`config.mk`:
```
export PLATFORM = sky130hd
export DESIGN_NAME = seg_scan_ctrl
export DESIGN_NICKNAME = d
export VERILOG_FILES = /design/src/rtl/seg_scan_pkg.sv /design/src/rtl/bin_to_7seg.sv /design/src/rtl/seg_scan_ctrl.sv
export SDC_FILE = /design/constraint.sdc
export NUM_CORES = 1
export LEC_CHECK = 0
export BUFFER_PORTS_ARGS = -buffer_cell sky130_fd_sc_hd__buf_2
export CORE_ASPECT_RATIO = 1.25
export CORE_UTILIZATION = 60
export CTS_CLUSTER_SIZE = 40
export DETAILED_ROUTE_END_ITERATION = 10
export PLACE_DENSITY = 0.88
export SETUP_SLACK_MARGIN = 0.4
export SYNTH_ARGS = -nofsm -noshare
export SYNTH_HDL_FRONTEND = slang
export SYNTH_SLANG_ARGS = --single-unit
```
`constraint.sdc`:
```
create_clock -name clk -period 3.1 [get_ports clk]
set_clock_uncertainty 0.15 [all_clocks]
set_input_delay 0.31 -clock clk [delete_from_list [all_inputs] [get_ports clk]]
set_output_delay 0.31 -clock clk [all_outputs]
set_load 0.03 [all_outputs]
```
`src/rtl/seg_scan_pkg.sv`:
```
// seg_scan_pkg: shared constants, scan mode type and width helpers for seg_scan_ctrl
package seg_scan_pkg;
  localparam logic [6:0] SEG_BLANK = 7'h7F;
  typedef enum logic {IDLE, SCAN} mode_t;
  function automatic int width_of(int n);
    return n > 1 ? $clog2(n) : 1;
  endfunction
  function automatic logic [7:0] an_off(int w);
    return 8'((1 << w) - 1);
  endfunction
endpackage

```
`src/rtl/bin_to_7seg.sv`:
```
// bin_to_7seg: hex nibble to active-low {g..a} segments, 0xD-0xF blank
module bin_to_7seg (
  input  logic [3:0] bin,
  output logic [6:0] seg
);
  // one glyph per nibble value
  always_comb begin
    case (bin)
      4'h0: seg = 7'b1000000;
      4'h1: seg = 7'b1111001;
      4'h2: seg = 7'b0100100;
      4'h3: seg = 7'b0110000;
      4'h4: seg = 7'b0011001;
      4'h5: seg = 7'b0010010;
      4'h6: seg = 7'b0000010;
      4'h7: seg = 7'b1111000;
      4'h8: seg = 7'b0000000;
      4'h9: seg = 7'b0010000;
      4'hA: seg = 7'b0001000;
      4'hB: seg = 7'b0000011;
      4'hC: seg = 7'b1000110;
      default: seg = 7'h7F;
    endcase
  end
endmodule

```
`src/rtl/seg_scan_ctrl.sv`:
```
// seg_scan_ctrl: double-buffered multiplexed 7-seg scanner; SEG_SCAN_LZB_EN enables leading-zero blanking
module seg_scan_ctrl
  import seg_scan_pkg::*;
#(
  parameter int NUM_DIGITS   = 4,
  parameter int REFRESH_DIV  = 50000,
  parameter int BLANK_CYCLES = 500
) (
  input  logic                    clk,
  input  logic                    rst,
  input  logic                    en,
  input  logic                    load,
  input  logic [4*NUM_DIGITS-1:0] digits_in,
  input  logic [NUM_DIGITS-1:0]   dp_in,
  output logic [NUM_DIGITS-1:0]   an,
  output logic [6:0]              seg,
  output logic                    dp,
  output logic                    frame_done
);
  localparam int CNT_W = width_of(REFRESH_DIV);
  localparam int IDX_W = width_of(NUM_DIGITS);
  localparam logic [NUM_DIGITS-1:0] AN_ALL = NUM_DIGITS'(an_off(NUM_DIGITS));
  logic [CNT_W-1:0] cnt;
  logic [IDX_W-1:0] idx;
  logic [4*NUM_DIGITS-1:0] stg_d, act_d;
  logic [NUM_DIGITS-1:0] stg_dp, act_dp, lz;
  logic pending, last_cnt, boundary, commit, hide;
  logic [3:0] nib;
  logic [6:0] dec;
  mode_t mode;
  // scan mode, frame boundary and per-dwell blanking decision
  always_comb begin
    mode = en ? SCAN : IDLE;
    last_cnt = cnt == CNT_W'(REFRESH_DIV - 1);
    boundary = mode == SCAN && last_cnt && idx == IDX_W'(NUM_DIGITS - 1);
    commit = boundary && (pending || load);
    nib = act_d[4*idx +: 4];
    hide = cnt < CNT_W'(BLANK_CYCLES) || lz[idx];
  end
`ifdef SEG_SCAN_LZB_EN
  logic z;
  // a digit hides while it and every digit above it are zero; digit 0 never hides
  always_comb begin
    lz = '0;
    z = 1'b1;
    for (int i = NUM_DIGITS - 1; i > 0; i--) begin
      z = z && act_d[4*i +: 4] == 4'd0;
      lz[i] = z;
    end
  end
`else
  assign lz = '0;
`endif
  bin_to_7seg u_dec (.bin(nib), .seg(dec));
  // dwell counter and digit index, parked at zero while idle
  always_ff @(posedge clk) begin
    if (rst || mode == IDLE) begin
      cnt <= '0;
      idx <= '0;
    end else if (last_cnt) begin
      cnt <= '0;
      idx <= idx == IDX_W'(NUM_DIGITS - 1) ? '0 : idx + 1'b1;
    end else cnt <= cnt + 1'b1;
  end
  // staging/active buffers: active only changes at a frame boundary or while idle
  always_ff @(posedge clk) begin
    if (rst) begin
      stg_d <= '0;
      stg_dp <= '0;
      act_d <= '0;
      act_dp <= '0;
      pending <= 1'b0;
    end else if (load && mode == IDLE) begin
      stg_d <= digits_in;
      stg_dp <= dp_in;
      act_d <= digits_in;
      act_dp <= dp_in;
      pending <= 1'b0;
    end else if (commit) begin
      stg_d <= load ? digits_in : stg_d;
      stg_dp <= load ? dp_in : stg_dp;
      act_d <= load ? digits_in : stg_d;
      act_dp <= load ? dp_in : stg_dp;
      pending <= 1'b0;
    end else if (load) begin
      stg_d <= digits_in;
      stg_dp <= dp_in;
      pending <= 1'b1;
    end
  end
  // registered display outputs, one cycle behind the (idx, cnt) that selects them
  always_ff @(posedge clk) begin
    if (rst || mode == IDLE) begin
      an <= AN_ALL;
      seg <= SEG_BLANK;
      dp <= 1'b1;
      frame_done <= 1'b0;
    end else begin
      an <= hide ? AN_ALL : ~(NUM_DIGITS'(1) << idx);
      seg <= hide ? SEG_BLANK : dec;
      dp <= hide || !act_dp[idx];
      frame_done <= boundary;
    end
  end
endmodule
```
## Yosys cells after proc, flatten, opt, wreduce, memory -nomap -nowiden

Memories as Yosys holds them, arrays and structs flattened. A register that Yosys moved wholly into a read port is not among the register bits.
Index checks and enable logic that the tools add are counted.

- Add/sub/neg operators: 2
- Equality and inequality tests: 2
- Bitwise operators: 2
- $lt $le $gt $ge: 2
- Shifts and indexed selects: 2
- Mux-type cells: 14
- Reduce and logical (&&, ||, !) cells: 13

Operators with widths:

| operator | number |
|---|---|
| two-way mux 16 bit | 4 |
| adder 16 x 1 -> 16 bit (second input constant) | 1 |
| == test 16 bit (second input constant) | 1 |
| < comparator 16 x 9 -> 1 bit (second input constant) | 1 |
| two-way mux 4 bit | 4 |
| indexed part select 16 x 5 -> 4 bit | 1 |
| binary-select mux 1 bit (select 2 bit) | 2 |
| logical AND 1 bit | 4 |
| logical OR 1 bit | 4 |
| NOT 4 bit | 1 |
| OR reduction 2 bit | 2 |
| << shifter 1 x 2 -> 4 bit (first input constant) | 1 |
| < comparator 2 x 3 -> 1 bit (second input constant) | 1 |
| two-way mux 1 bit | 3 |
| OR reduction 3 bit | 1 |
| adder 2 x 1 -> 2 bit (second input constant) | 1 |
| == test 2 bit (second input constant) | 1 |
| two-way mux 2 bit | 1 |
| nonzero test 2 bit | 1 |
| logical NOT 1 bit | 1 |
| NOT 1 bit | 1 |

- Register bits: 65
- Memories: 1
- ROM bits: 112
- Bits of input ports: 24
- Output and inout bits: 13
- Word-level logic and storage cells: 48

Memory list:

| name | words | width | read ports | clocked after memory_dff | write ports | RTL line | RTL |
|---|---|---|---|---|---|---|---|
| (no name shown) | 16 | 7 | 1 | 1 | 0 | bin_to_7seg.sv:8 | `case (bin)` |

## Longest topological paths before layout

Gate-level depths: netlist of the first run.

- Word-level depth: 6
- Gate-level depth with buffers: 8
- Gate-level depth less buffers: 7

## Cells and area by module

A second synthesis of the first run with hierarchy kept.

- Cell total of the unflattened synthesis: 305
- Area, all modules: 3163.0 sq um

By module, submodules not included:

| module | seq. area each (sq um) | cells each | area an instance (sq um) | instances |
|---|---|---|---|---|
| seg_scan_ctrl | 1441.4 | 271 | 2919.0 | 1 |
| bin_to_7seg | 0.0 | 34 | 244.0 | 1 |

## Least setup slack after synthesis of the first run

Ideal clock, no wire load.

- Path type: register to register
- Start point: register idx[0]
- End point: register seg[2]
- Stages on the path, launching flop included: 8
- Period minus slack after synthesis: 2040 ps
- Arrival time: 1828 ps
- Path slack: 1060 ps
- Data required time: 2888 ps
- Library setup time: 62 ps
- Path buffers: 1
- Cells stage by stage: dfxtp_1 buf_2 mux4_2 inv_1 ha_1 inv_1 or3_1 nand3_1

- Cells in the longest elaborated chain, start to end: 4
- Elaborated cells between the ends (all ways): 5
- Classes of those cells: shift: 1; mux: 2; reduce/logical: 2

RTL lines:

| element | RTL line | RTL |
|---|---|---|
| from (decl) | seg_scan_ctrl.sv:24 | `logic [IDX_W-1:0] idx;` |
| from (signal assigned) | seg_scan_ctrl.sv:62 | `idx <= idx == IDX_W'(NUM_DIGITS - 1) ? '0 : idx + 1'b1;` |
| binary-select mux 1 bit (select 2 bit) | seg_scan_ctrl.sv:38 | `hide = cnt < CNT_W'(BLANK_CYCLES) \|\| lz[idx];` |
| two-way mux 1 bit (implied by the code) | seg_scan_ctrl.sv:38 |  |
| logical OR 1 bit | seg_scan_ctrl.sv:38 |  |
| OR reduction 2 bit (no line) | n/a |  |
| to (decl) | seg_scan_ctrl.sv:16 | `output logic [6:0] seg,` |

Several ways; a longest one is shown, not always the timed one. The select of a mux whose other input is x is not followed.
A chain may end at the register's enable or synchronous reset.

## Worst setup path after layout of the first run

- Start point: register cnt[0]
- End point: register act_d[5]

- Cells in the longest elaborated chain, start to end: 5

RTL lines:

| element | RTL line | RTL |
|---|---|---|
| from (decl) | seg_scan_ctrl.sv:23 | `logic [CNT_W-1:0] cnt;` |
| from (signal assigned) | seg_scan_ctrl.sv:63 | `end else cnt <= cnt + 1'b1;` |
| == test 16 bit | seg_scan_ctrl.sv:34 | `last_cnt = cnt == CNT_W'(REFRESH_DIV - 1);` |
| logical AND 1 bit (2 in a row) | seg_scan_ctrl.sv:35 | `boundary = mode == SCAN && last_cnt && idx == IDX_W'(NUM_DIGITS - 1);` |
| logical AND 1 bit | seg_scan_ctrl.sv:36 | `commit = boundary && (pending \|\| load);` |
| nonzero test 2 bit (no line) | n/a |  |
| to (signal assigned) | seg_scan_ctrl.sv:76 | `act_d <= digits_in;` |
| to (signal assigned) | seg_scan_ctrl.sv:82 | `act_d <= load ? digits_in : stg_d;` |
| to (decl) | seg_scan_ctrl.sv:25 | `logic [4*NUM_DIGITS-1:0] stg_d, act_d;` |

No other way between the ends.

==> results.py, run 1 <==
metrics = {
    "power": {
        "power.density_nw_per_um2": 534,
        "ir_worst_vdd_mv": 0.400,
        "p_leak_nw": 1.31,
    },
    "min_path": {
        "worstHoldEndpoint": "stg_d[4]$_SDFF_PP0_",
        "worstHoldPathCells": 3,
        "holdCritPathClass": "input pin to register",
        "worst_hold_startpoint": "digits_in[4]",
    },
    "detailed_routing": {
        "antenna_left": 0,
        "routedWlPerCell_um": 13.8,
        "dr.pass1.iters": 4,
        "dr.first_iter.drc_count": 102,
        "viasPerCell": 5.45,
        "drc_errors": 0,
        "detail_route.wirelength_um": 5180,
        "dr_total_vias": 2045,
    },
    "global_route": {
        "overflow": 0,
        "most_utilized_layer_in_the_global_route_result": "met2",
        "grt_util_met3": 0.0529,
        "grt_util_met1": 0.274,
        "total_routing_resource_utilization_after_global_routing": 0.232,
        "pin_count_of_the_biggest_net_entering_global_routing": 25,
        "groute.layer.met2.usage": 0.387,
        "wire_length_of_the_first_global_routing_pass_um": 8800,
        "antenna_violations_before_repair": 0,
        "grt_pass1_vias": 1916,
    },
    "sta": {
        "max_slew_margin": 0.505,
        "slew_viol_final": 0,
        "tightestPinTransition_ns": 0.743,
        "grt_setup_unrepaired": "false",
        "setup_ws_ns": 0.873,
        "finalSetupViolations": 0,
        "hold_slack_ns": 0.116,
        "post-route-period-util": 0.718,
        "finalWorstPathRequiredPeriod_ns": 2.23,
        "final_hold_violating_endpoints": 0,
        "setup_total_negative_slack_ns": 0,
        "maximum_frequency_from_static_timing_analysis_mhz": 449,
    },
    "setup_path": {
        "critical_path.reg2reg.startpoint": "cnt[0]$_SDFF_PP0_",
        "slack_of_the_worst_reg_to_reg_path_ns": 0.87,
        "startpoint_type": "register",
        "critical_path_peak_fanout": 20,
        "critical_path_data_arrival_time_ns": 2.31,
        "critPathMaxStageDelay_ns": 0.52,
        "timing.rr.end": "act_d[5]$_SDFFE_PP0P_",
        "critical_path.cell_chain": "ha_1, nand3_1, nor2_1, nand3_2, o31a_1, a22o_1",
        "worst-setup-path-type": "register to register",
        "nature_of_the_critical_path_endpoint": "register",
        "count_of_cells_along_the_worst_register_to_register_path": 6,
        "critPathSlowestCell": "sky130_fd_sc_hd__o31a_1",
        "required_time_of_the_critical_path_ns": 3.18,
    },
    "clocking": {
        "hold_buffers": 0,
        "clk_transition_reported_paths_ns": 0.07,
        "setup_repair_bufs_after_cts": 0,
        "cts_resized": 0,
        "root_buffer": "sky130_fd_sc_hd__clkbuf_8",
        "tritoncts_num_sinks": 72,
        "cts_max_path_buffers": 2,
        "cts_tree": "built",
        "worst_skew_pair.late_latency_ns": 0.34,
        "number_of_buffers_inserted_during_clock_tree_synthesis": 9,
        "htreeDepth": 3,
    },
    "synthesis": {
        "post-synth-top-count-cell": "sky130_fd_sc_hd__dfxtp_1",
        "async_flop_share": 0,
        "postSynthAreaPerCell_um2": 10.3,
        "post-synth-top-area-cell": "sky130_fd_sc_hd__dfxtp_1",
        "post_synth_main_area_contributors": "sky130_fd_sc_hd__dfxtp_1 (50%), sky130_fd_sc_hd__mux2i_1 (8.0%), sky130_fd_sc_hd__nor2_1 (6.3%), sky130_fd_sc_hd__a22o_1 (6.1%), sky130_fd_sc_hd__ha_1 (4.3%)",
        "proportion_of_netlist_area_held_by_the_largest_area_contributor": 0.500,
        "ys_top_cells_by_count": "sky130_fd_sc_hd__dfxtp_1 (72), sky130_fd_sc_hd__nor2_1 (48), sky130_fd_sc_hd__mux2i_1 (23), sky130_fd_sc_hd__a22o_1 (20), sky130_fd_sc_hd__nand2_1 (14)",
        "synthCells": 279,
        "synth_area_um2": 2880,
        "yosysSeqAreaShare": 0.500,
        "synth.net_count": 313,
        "yosysUniqueCellTypes": 38,
        "ys_dominant_reg_cell": "sky130_fd_sc_hd__dfxtp_1",
        "synth_edf_count": 0,
        "synth_warnings": 0,
        "synth_seq_cells": 72,
    },
    "flow_run": {
        "maxCapViolCount": 0,
    },
    "placement": {
        "place_congestion": 0.817,
        "detailed_place.area_um2": 3070,
        "preCtsSetupSlack_ns": 0.867,
        "io_buffers": 36,
        "dpl.hpwl_um": 3690,
    },
    "finish": {
        "syn_to_layout_area_delta_pct": 12.8,
        "share_of_post_route_cells_with_drive_strength_above_1": 0.192,
        "area_taken_by_multi_input_logic_gates_um2": 1320,
        "seq_area_um2": 1440,
        "nets": 348,
        "finish.instance_area_um2": 3250,
        "antenna_cells_inserted": 0,
        "nFillCells": 324,
    },
    "die": {
        "initial_utilization": 0.641,
        "dieArea_um2": 5080,
        "row_count": 27,
        "floorplan.io_pins": 37,
        "fp.coreArea_um2": 4490,
        "die_height_um": 79.5,
        "die-width_um": 64.0,
    },
    "run_status": {
        "outcome": "finished, final reports clean",
    },
}
## cells in the final DEF, fill, tap and decap left out, drive strengths merged, types with 2 or more instances in the layout
cell type and n:
dfxtp 72, nor2 48, buf 39, mux2i 23, a22o 20, nand2 14, inv 10, ha 10
xor2 9, clkbuf 9, nand4 6, nand3 6, mux4 5, a21oi 5, xnor2 5, o21ai 5
clkinv 4, nor3 3, nand2b 3, o22ai 2, or3 2, and3 2, nor4 2, nor3b 2
## worst max-delay path, delay by kind of cell (launching register included)
family | cells | cell delay [ns]
AO/OA/AOI/OAI | 2 | 0.86
AND/OR/NAND/NOR | 3 | 0.55
adder cells (fa/ha/maj) | 1 | 0.21
flip-flops | 1 | 0.36
## sequential cells by signal, summed over array words and instances (netlist names)
name / cells
pending: 1
frame_done: 1
an: 4
stg_dp: 4
cnt: 16
stg_d: 16
act_dp: 4
idx: 2
act_d: 16
seg: 7
dp: 1
## through the flow
stage	instances	total power [mW]	util
after detailed placement	361	1.08	0.684
after CTS	375	1.74	0.723
after floorplan	279	1.05	-
final	375	1.73	0.723
after global routing	375	1.80	0.723
after global placement	361	1.08	0.684
## where the power goes
part           internal (mW)  total, mW  switching (mW)
clock network          0.356      0.673           0.317
registers              0.950      0.960         0.00923
logic                 0.0439      0.101          0.0566
total                   1.35       1.73           0.382
## area by class of cell
cell class,count,area share
Sequential cell,72,0.444
Clock buffer,9,0.0381
Multi-Input combinational cell,182,0.406
Clock inverter,5,0.0154
Timing Repair Buffer,39,0.0624
Tap cell,58,0.0223
Inverter,10,0.0116
## kinds of logic after synthesis
group / synth area share
AOI/OAI and AO/OA: 0.0964
xor gates and xnor gates: 0.0426
adders and majority gates: 0.0434
buffers and inverters: 0.0413
DFF: 0.500
muxes: 0.119
and+or+nand+nor: 0.157
## worst max path at each step
stage | from | end | slack [ns]
after global placement | idx[0]$_SDFFE_PP0N_ | seg[2]$_SDFF_PP1_ | 0.94
after CTS | idx[0]$_SDFFE_PP0N_ | seg[2]$_SDFF_PP1_ | 0.85
final | cnt[0]$_SDFF_PP0_ | act_d[5]$_SDFFE_PP0P_ | 0.87
after global routing | cnt[0]$_SDFF_PP0_ | act_d[10]$_SDFFE_PP0P_ | 0.69
after detailed placement | idx[0]$_SDFFE_PP0N_ | seg[2]$_SDFF_PP1_ | 0.87
after floorplan | idx[0]$_SDFFE_PP0N_ | seg[2]$_SDFF_PP1_ | 1.06
## layer usage
metal / part of all wire / up-vias / routed length (um)
met1: 0.44 / 948 / 2290
met3: 0.037 / 9 / 192
met4: 0.020 / 0 / 106
li1: - / 1040 / -
met2: 0.50 / 48 / 2590
met5: 0 / - / 0
(Power assumes the default switching activity.)
==> inputs of run 2 (changes only) <==
--- a/config.mk
+++ b/config.mk
@@ -5,12 +5,13 @@
 export SDC_FILE = /design/constraint.sdc
 export NUM_CORES = 1
 export LEC_CHECK = 0
+export ABC_AREA = 1
 export BUFFER_PORTS_ARGS = -buffer_cell sky130_fd_sc_hd__buf_2
 export CORE_ASPECT_RATIO = 1.25
-export CORE_UTILIZATION = 60
+export CORE_UTILIZATION = 52
 export CTS_CLUSTER_SIZE = 40
 export DETAILED_ROUTE_END_ITERATION = 10
-export PLACE_DENSITY = 0.88
+export PLACE_DENSITY = 0.81
 export SETUP_SLACK_MARGIN = 0.4
 export SYNTH_ARGS = -nofsm -noshare
 export SYNTH_HDL_FRONTEND = slang
==> constraint.sdc (replaced) <==
create_clock -name clk -period 1.8 [get_ports clk]
set_clock_uncertainty 0.15 [all_clocks]
set_input_delay 0.18 -clock clk [delete_from_list [all_inputs] [get_ports clk]]
set_output_delay 0.18 -clock clk [all_outputs]
set_load 0.03 [all_outputs]
==> run 2 against run 1 <==
Effect of this change:
- the run now ends with setup timing left
- sequential power rose by 75%
- fmax rose by 23%
- clock power rose by 72%
- worst setup slack got worse by 0.88 ns
- total power rose by 93%
- wire length rose by 100%
- utilization rose by 12 points
- largest cell class is now multi-input combinational cells
- highest routed layer unchanged
==> results.py, run 2 <==
metrics = {
    "finish": {
        "share_of_post_route_cells_with_drive_strength_above_1": 0.460,
        "antenna_cells_inserted": 0,
        "finish.instance_area_um2": 4950,
        "nets": 563,
        "leading_cell_type_in_the_layout_fill_and_taps_excluded": "sky130_fd_sc_hd__dfxtp_1",
        "utilization": 0.839,
        "biggestRegsByFlops": "act_d: 16 flops, cnt: 16 flops, stg_d: 16 flops",
        "syn_to_layout_area_delta_pct": 52.1,
        "layout.cells.most_common_list": "sky130_fd_sc_hd__dfxtp_1 (59), sky130_fd_sc_hd__nand2_1 (57), sky130_fd_sc_hd__nor2_1 (57)",
        "layout.cells.non_filler": 615,
    },
    "setup_path": {
        "critical_path_peak_fanout": 6,
        "worst-setup-path-type": "register to register",
        "startpoint_type": "register",
        "critical_path_data_arrival_time_ns": 1.88,
        "required_time_of_the_critical_path_ns": 1.87,
        "nature_of_the_critical_path_endpoint": "register",
    },
    "detailed_routing": {
        "routedWlPerCell_um": 17.3,
        "dr_total_vias": 3465,
        "viasPerCell": 5.63,
        "dr.first_iter.drc_count": 387,
        "dr.pass1.iters": 6,
        "drc_errors": 0,
        "antenna_left": 0,
        "detail_route.wirelength_um": 10600,
    },
    "clocking": {
        "clk_transition_reported_paths_ns": 0.08,
        "cts_tree": "built",
        "cts_max_path_buffers": 2,
        "worst_skew_pair.late_latency_ns": 0.36,
        "root_buffer": "sky130_fd_sc_hd__clkbuf_8",
        "number_of_buffers_inserted_during_clock_tree_synthesis": 9,
        "tritoncts_num_sinks": 72,
        "htreeDepth": 3,
    },
    "global_route": {
        "antenna_violations_before_repair": 0,
        "groute.layer.met2.usage": 0.532,
        "wire_length_of_the_first_global_routing_pass_um": 15200,
        "overflow": 0,
        "grt_util_met1": 0.309,
        "grt_pass1_vias": 3322,
        "grt_util_met3": 0.0647,
        "total_routing_resource_utilization_after_global_routing": 0.299,
        "most_utilized_layer_in_the_global_route_result": "met2",
        "pin_count_of_the_biggest_net_entering_global_routing": 34,
    },
    "power": {
        "cellInternalPower_mw": 2.39,
        "clock_power_share": 0.346,
        "power_frac_seq": 0.501,
        "ir_worst_vdd_mv": 0.579,
        "switching_share": 0.285,
        "p_leak_nw": 2.10,
        "power_switching_uw": 956,
        "combinationalPowerShare": 0.153,
        "power.density_nw_per_um2": 676,
    },
    "min_path": {
        "holdCritPathClass": "input pin to register",
    },
    "die": {
        "initial_utilization": 0.552,
        "die_height_um": 90.4,
        "fp.coreArea_um2": 5900,
        "row_count": 31,
        "die-width_um": 72.7,
        "dieArea_um2": 6580,
        "floorplan.io_pins": 37,
    },
    "sta": {
        "finalSetupViolations": 1,
        "slew_viol_final": 0,
        "post-route-period-util": 1.01,
        "setup_total_negative_slack_ns": -0.0104,
        "max_slew_margin": 0.473,
        "finalWorstPathRequiredPeriod_ns": 1.81,
        "tightestPinTransition_ns": 0.789,
        "setup_ws_ns": -0.0104,
        "grt_setup_unrepaired": "true",
        "maximum_frequency_from_static_timing_analysis_mhz": 552,
        "final_hold_violating_endpoints": 0,
    },
    "synthesis": {
        "synth.mux.area_fraction": 0.0615,
        "async_flop_share": 0,
        "proportion_of_netlist_area_held_by_the_largest_area_contributor": 0.443,
        "synth_adder_area_share": 0.0385,
        "ys_top_cells_by_count": "sky130_fd_sc_hd__nand2_1 (78), sky130_fd_sc_hd__dfxtp_1 (72), sky130_fd_sc_hd__nor2_1 (71), sky130_fd_sc_hd__nand3_1 (37), sky130_fd_sc_hd__inv_1 (34)",
        "post_synth_xor_area_fraction": 0.00808,
        "synth_warnings": 0,
        "synthCells": 421,
        "postSynthAreaPerCell_um2": 7.73,
        "yosysSeqAreaShare": 0.443,
        "synth.net_count": 455,
        "main_combinational_cell_family_by_area_after_synthesis": "simple AND/OR/NAND/NOR gates",
        "synth_area_um2": 3250,
        "post_synth_main_area_contributors": "sky130_fd_sc_hd__dfxtp_1 (44%), sky130_fd_sc_hd__nand2_1 (9.0%), sky130_fd_sc_hd__nor2_1 (8.2%), sky130_fd_sc_hd__mux2i_1 (6.2%), sky130_fd_sc_hd__nand3_1 (5.7%)",
        "post-synth-top-count-cell": "sky130_fd_sc_hd__nand2_1",
        "yosysUniqueCellTypes": 34,
        "ys_dominant_reg_cell": "sky130_fd_sc_hd__dfxtp_1",
        "synth_edf_count": 0,
        "synth_simple_gate_area_share": 0.281,
        "post-synth-top-area-cell": "sky130_fd_sc_hd__dfxtp_1",
        "synth_seq_cells": 72,
        "fraction_of_the_mapped_netlist_area_in_compound_gates": 0.0819,
    },
    "flow_run": {
        "maxCapViolCount": 0,
    },
    "placement": {
        "detailed_place.area_um2": 3670,
        "io_buffers": 36,
        "place_congestion": 0.864,
        "number_of_instances_in_the_placed_design": 534,
        "dpl.hpwl_um": 4810,
    },
    "run_status": {
        "violations": "setup timing",
        "outcome": "finished, violations left",
    },
}
## run 2: cell types whose count changed after synthesis, moves of 5 or more
| cell | change |
|---|---|
| sky130_fd_sc_hd__a21oi_1 | +21 |
| sky130_fd_sc_hd__a22o_1 | -20 |
| sky130_fd_sc_hd__buf_6 | +5 |
| sky130_fd_sc_hd__inv_1 | +24 |
| sky130_fd_sc_hd__mux4_2 | -5 |
| sky130_fd_sc_hd__nand2_1 | +64 |
| sky130_fd_sc_hd__nand3_1 | +32 |
| sky130_fd_sc_hd__nand4_1 | -5 |
| sky130_fd_sc_hd__nor2_1 | +23 |
| sky130_fd_sc_hd__o21ai_0 | +9 |
| sky130_fd_sc_hd__xor2_1 | -7 |
## run 2: cells by family after synthesis
group,Yosys count
AND/OR/NAND/NOR,211
flip-flops,72
buffers and inverters,56
AO/OA/AOI/OAI,49
multiplexers,20
adder cells (fa/ha/maj),10
XOR/XNOR,3
## run 2: layer usage
metal,vias up,routed length [um]
li1,1578,-
met1,1638,3910
met2,190,5550
met3,59,580
met4,0,585
met5,-,0
## run 2: cell type report
cell class	count	area, um2
Clock buffer	10	138
Fill cell	290	947
Inverter	37	156
Tap cell	82	103
Timing Repair Buffer	114	926
Sequential cell	72	1470
Multi-Input combinational cell	295	2120
Clock inverter	5	33.8
## run 2: timing repair
action,4_1_cts,5_1_grt
hold buffers,19,0
gates resized for setup,72,82
buffers inserted,28,16
endpoints found under the setup margin,51,51
pin swaps,25,31
endpoints found under the hold margin,19,0
gates cloned,3,0
## run 2: critical path: stages (launching register included)
cell	delay [ns]
sky130_fd_sc_hd__dfxtp_4	0.38
sky130_fd_sc_hd__buf_6	0.14
sky130_fd_sc_hd__nand2_2	0.06
sky130_fd_sc_hd__o21ai_2	0.06
sky130_fd_sc_hd__nand2_1	0.08
sky130_fd_sc_hd__nand2_2	0.10
sky130_fd_sc_hd__buf_4	0.17
sky130_fd_sc_hd__ha_4	0.15
sky130_fd_sc_hd__inv_2	0.04
sky130_fd_sc_hd__nand2_2	0.05
sky130_fd_sc_hd__o211ai_1	0.12
sky130_fd_sc_hd__nand3_1	0.16
## run 2: metrics by stage
step / power [mW] / worst slack [ns] / hold slack, ns
2_1_floorplan: 1.95 / 0.181 / 0.102
3_3_place_gp: 2.02 / 0.118 / 0.277
3_5_place_dp: 2.03 / 0.0669 / 0.288
4_1_cts: 3.23 / 0.110 / 0.000651
5_1_grt: 3.47 / -0.0460 / 0.0350
6_report: 3.35 / -0.0104 / 0.0249
## run 2: worst paths after layout
check	from	to	slack, ns	depth (start not counted)
setup reg to reg	idx[0]$_SDFFE_PP0N_	seg[0]$_SDFF_PP1_	-0.01	11
hold reg to reg	cnt[12]$_SDFF_PP0_	cnt[12]$_SDFF_PP0_	0.34	2
hold / removal	digits_in[6]	stg_d[6]$_SDFF_PP0_	0.02	3
setup / recovery	idx[0]$_SDFFE_PP0N_	seg[0]$_SDFF_PP1_	-0.01	11
## run 2: power by group through the flow
stage	Sequential [mW]	Combinational [mW]	Clock, mW
6_report	1.68	0.513	1.16
5_1_grt	1.68	0.543	1.24
4_1_cts	1.67	0.414	1.15
3_5_place_dp	1.71	0.321	0
3_3_place_gp	1.71	0.310	0
2_1_floorplan	1.70	0.249	0
==> inputs of run 3 (changes only) <==
--- a/config.mk
+++ b/config.mk
@@ -11,7 +11,7 @@
 export CORE_UTILIZATION = 52
 export CTS_CLUSTER_SIZE = 40
 export DETAILED_ROUTE_END_ITERATION = 10
-export PLACE_DENSITY = 0.81
+export PLACE_DENSITY = 0.72
 export SETUP_SLACK_MARGIN = 0.4
 export SYNTH_ARGS = -nofsm -noshare
 export SYNTH_HDL_FRONTEND = slang
==> run 3 against run 2 <==
Effect of this change:
- the flow now finishes without violations
- global-route usage is 4.3 points lower
- sequential cell count stayed put
- clock-buffer cell count is 3 higher
- hold slack better by 0.020 ns
- combinational power is 16% lower
- fmax is 6.8% higher
- critical endpoint is now seg[5]$_SDFF_PP1_
- worst setup slack better by 0.12 ns
- largest power group unchanged
- critical path type unchanged
- die area stayed put
- sequential power hardly changed
- sequential share of layout area is 1.4 points higher
==> results.py, run 3 (synthesis results as in run 2) <==
metrics = {
    "detailed_routing": {
        "antenna_left": 0,
        "detail_route.wirelength_um": 8810,
        "dr_total_vias": 3196,
        "routedWlPerCell_um": 14.6,
        "dr.pass1.iters": 7,
        "dr.first_iter.drc_count": 165,
        "viasPerCell": 5.29,
        "drc_errors": 0,
    },
    "finish": {
        "nets": 551,
        "antenna_cells_inserted": 0,
        "biggestRegsByFlops": "act_d: 16 flops, cnt: 16 flops, stg_d: 16 flops",
        "layout.cells.most_common_list": "sky130_fd_sc_hd__nor2_1 (68), sky130_fd_sc_hd__nand2_1 (60), sky130_fd_sc_hd__dfxtp_1 (60)",
        "syn_to_layout_area_delta_pct": 44.5,
        "utilization": 0.798,
        "nFillCells": 397,
        "layout.cells.non_filler": 604,
        "leading_cell_type_in_the_layout_fill_and_taps_excluded": "sky130_fd_sc_hd__nor2_1",
        "share_of_post_route_cells_with_drive_strength_above_1": 0.393,
    },
    "die": {
        "fp.coreArea_um2": 5900,
        "die-width_um": 72.7,
        "row_count": 31,
        "dieArea_um2": 6580,
        "initial_utilization": 0.552,
        "die_height_um": 90.4,
        "floorplan.io_pins": 37,
    },
    "clocking": {
        "clk_transition_reported_paths_ns": 0.07,
        "cts_tree": "built",
        "root_buffer": "sky130_fd_sc_hd__clkbuf_8",
        "tritoncts_num_sinks": 72,
        "number_of_buffers_inserted_during_clock_tree_synthesis": 9,
        "cts_max_path_buffers": 2,
        "worst_skew_pair.late_latency_ns": 0.35,
        "htreeDepth": 3,
    },
    "setup_path": {
        "slack_of_the_worst_reg_to_reg_path_ns": 0.10,
        "critPathMaxStageDelay_ns": 0.38,
        "nature_of_the_critical_path_endpoint": "register",
        "startpoint_type": "register",
        "critical_path.cell_chain": "buf_6, nand2_2, o21ai_1, nand2_1, nand2_4, ha_4, or2_4, nand3_1, o211ai_1",
        "worst-setup-path-type": "register to register",
        "critical_path_data_arrival_time_ns": 1.78,
        "critPathSlowestCell": "sky130_fd_sc_hd__dfxtp_4",
        "critical_path_peak_fanout": 7,
        "required_time_of_the_critical_path_ns": 1.89,
    },
    "sta": {
        "post-route-period-util": 0.942,
        "grt_setup_unrepaired": "true",
        "setup_total_negative_slack_ns": 0,
        "maximum_frequency_from_static_timing_analysis_mhz": 590,
        "finalSetupViolations": 0,
        "tightestPinTransition_ns": 0.627,
        "finalWorstPathRequiredPeriod_ns": 1.70,
        "max_slew_margin": 0.581,
        "final_hold_violating_endpoints": 0,
        "slew_viol_final": 0,
    },
    "placement": {
        "io_buffers": 36,
        "place_congestion": 0.827,
        "dpl.hpwl_um": 4600,
        "number_of_instances_in_the_placed_design": 529,
    },
    "run_status": {
        "outcome": "finished, final reports clean",
    },
    "min_path": {
        "holdCritPathClass": "input pin to register",
    },
    "global_route": {
        "pin_count_of_the_biggest_net_entering_global_routing": 31,
        "grt_pass1_vias": 2983,
        "wire_length_of_the_first_global_routing_pass_um": 13100,
        "overflow": 0,
        "antenna_violations_before_repair": 0,
        "total_routing_resource_utilization_after_global_routing": 0.255,
    },
    "power": {
        "totalPowerFinal_mw": 3.24,
        "power.density_nw_per_um2": 688,
        "p_leak_nw": 2.05,
        "ir_worst_vdd_mv": 0.567,
    },
    "flow_run": {
        "maxCapViolCount": 0,
    },
}
==> run 3: changes by cell type in the layout (fill, tap and decap cells not counted), moves of 4 or more <==
cell | previous run | this run
sky130_fd_sc_hd__a21oi_2 | 13 | 3
sky130_fd_sc_hd__nand2_2 | 18 | 14
sky130_fd_sc_hd__buf_6 | 18 | 8
sky130_fd_sc_hd__buf_4 | 38 | 34
sky130_fd_sc_hd__a21oi_1 | 13 | 23
sky130_fd_sc_hd__nor2_2 | 12 | 2
sky130_fd_sc_hd__nand3_2 | 21 | 26
sky130_fd_sc_hd__nor2_1 | 57 | 68
sky130_fd_sc_hd__nand3_4 | 7 | 2
==> run 3: layout make-up <==
class / instances / area (um2) / area share
multi-input combinational: 294 / 1970 / 0.419
timing repair buffer: 103 / 841 / 0.179
inverter: 37 / 155 / 0.0330
sequential: 72 / 1470 / 0.312
clock inverter: 3 / 17.5 / 0.00373
clock buffer: 13 / 149 / 0.0317
tap: 82 / 103 / 0.0218
==> run 3: through the flow <==
stage,hold slack (ns),instance area [um2],worst slack [ns]
detailed placement,0.282,3630,0.0869
global placement,0.277,3630,0.147
global route,0.0785,4700,0.0343
finish,0.0445,4700,0.105
CTS,0.0527,4380,0.192
floorplan,0.102,3410,0.181
==> run 3: path summary, 6_finish.rpt <==
kind                    startpoint                     to  cells after the start
max            idx[0]$_SDFFE_PP0N_      seg[5]$_SDFF_PP1_                      9
min                           load    stg_d[8]$_SDFF_PP0_                      3
max reg2reg    idx[0]$_SDFFE_PP0N_      seg[5]$_SDFF_PP1_                      9
min reg2reg  act_d[0]$_SDFFE_PP0P_  act_d[0]$_SDFFE_PP0P_                      2
==> run 3: worst max-delay path: cells and delay by family (launching register included) <==
| family | cells | cell delay [ns] |
|---|---|---|
| and+or+nand+nor | 5 | 0.59 |
| DFF | 1 | 0.38 |
| adders and majority gates | 1 | 0.17 |
| buffers and inverters | 1 | 0.14 |
| AOI/OAI and AO/OA | 2 | 0.14 |
==> run 3: metal layers <==
metal / GRT usage / vias up / wire length, um
li1: - / 1549 / -
met1: 0.301 / 1514 / 3580
met2: 0.420 / 108 / 4620
met3: 0.0491 / 25 / 347
met4: 0.155 / 0 / 261
met5: 0 / - / 0
==> run 3: repair_timing <==
action | in CTS | in global routing
endpoints found under the hold margin | 20 | 0
gates cloned | 1 | 3
endpoints found under the setup margin | 50 | 51
gates resized for setup | 49 | 54
pin swaps | 13 | 23
hold buffers | 20 | 0
setup buffers | 29 | 6
==> run 3: report_power, final <==
group | internal [mW] | switching (mW)
Combinational | 0.194 | 0.236
Clock | 0.535 | 0.601
Sequential | 1.64 | 0.0261
Total | 2.37 | 0.863
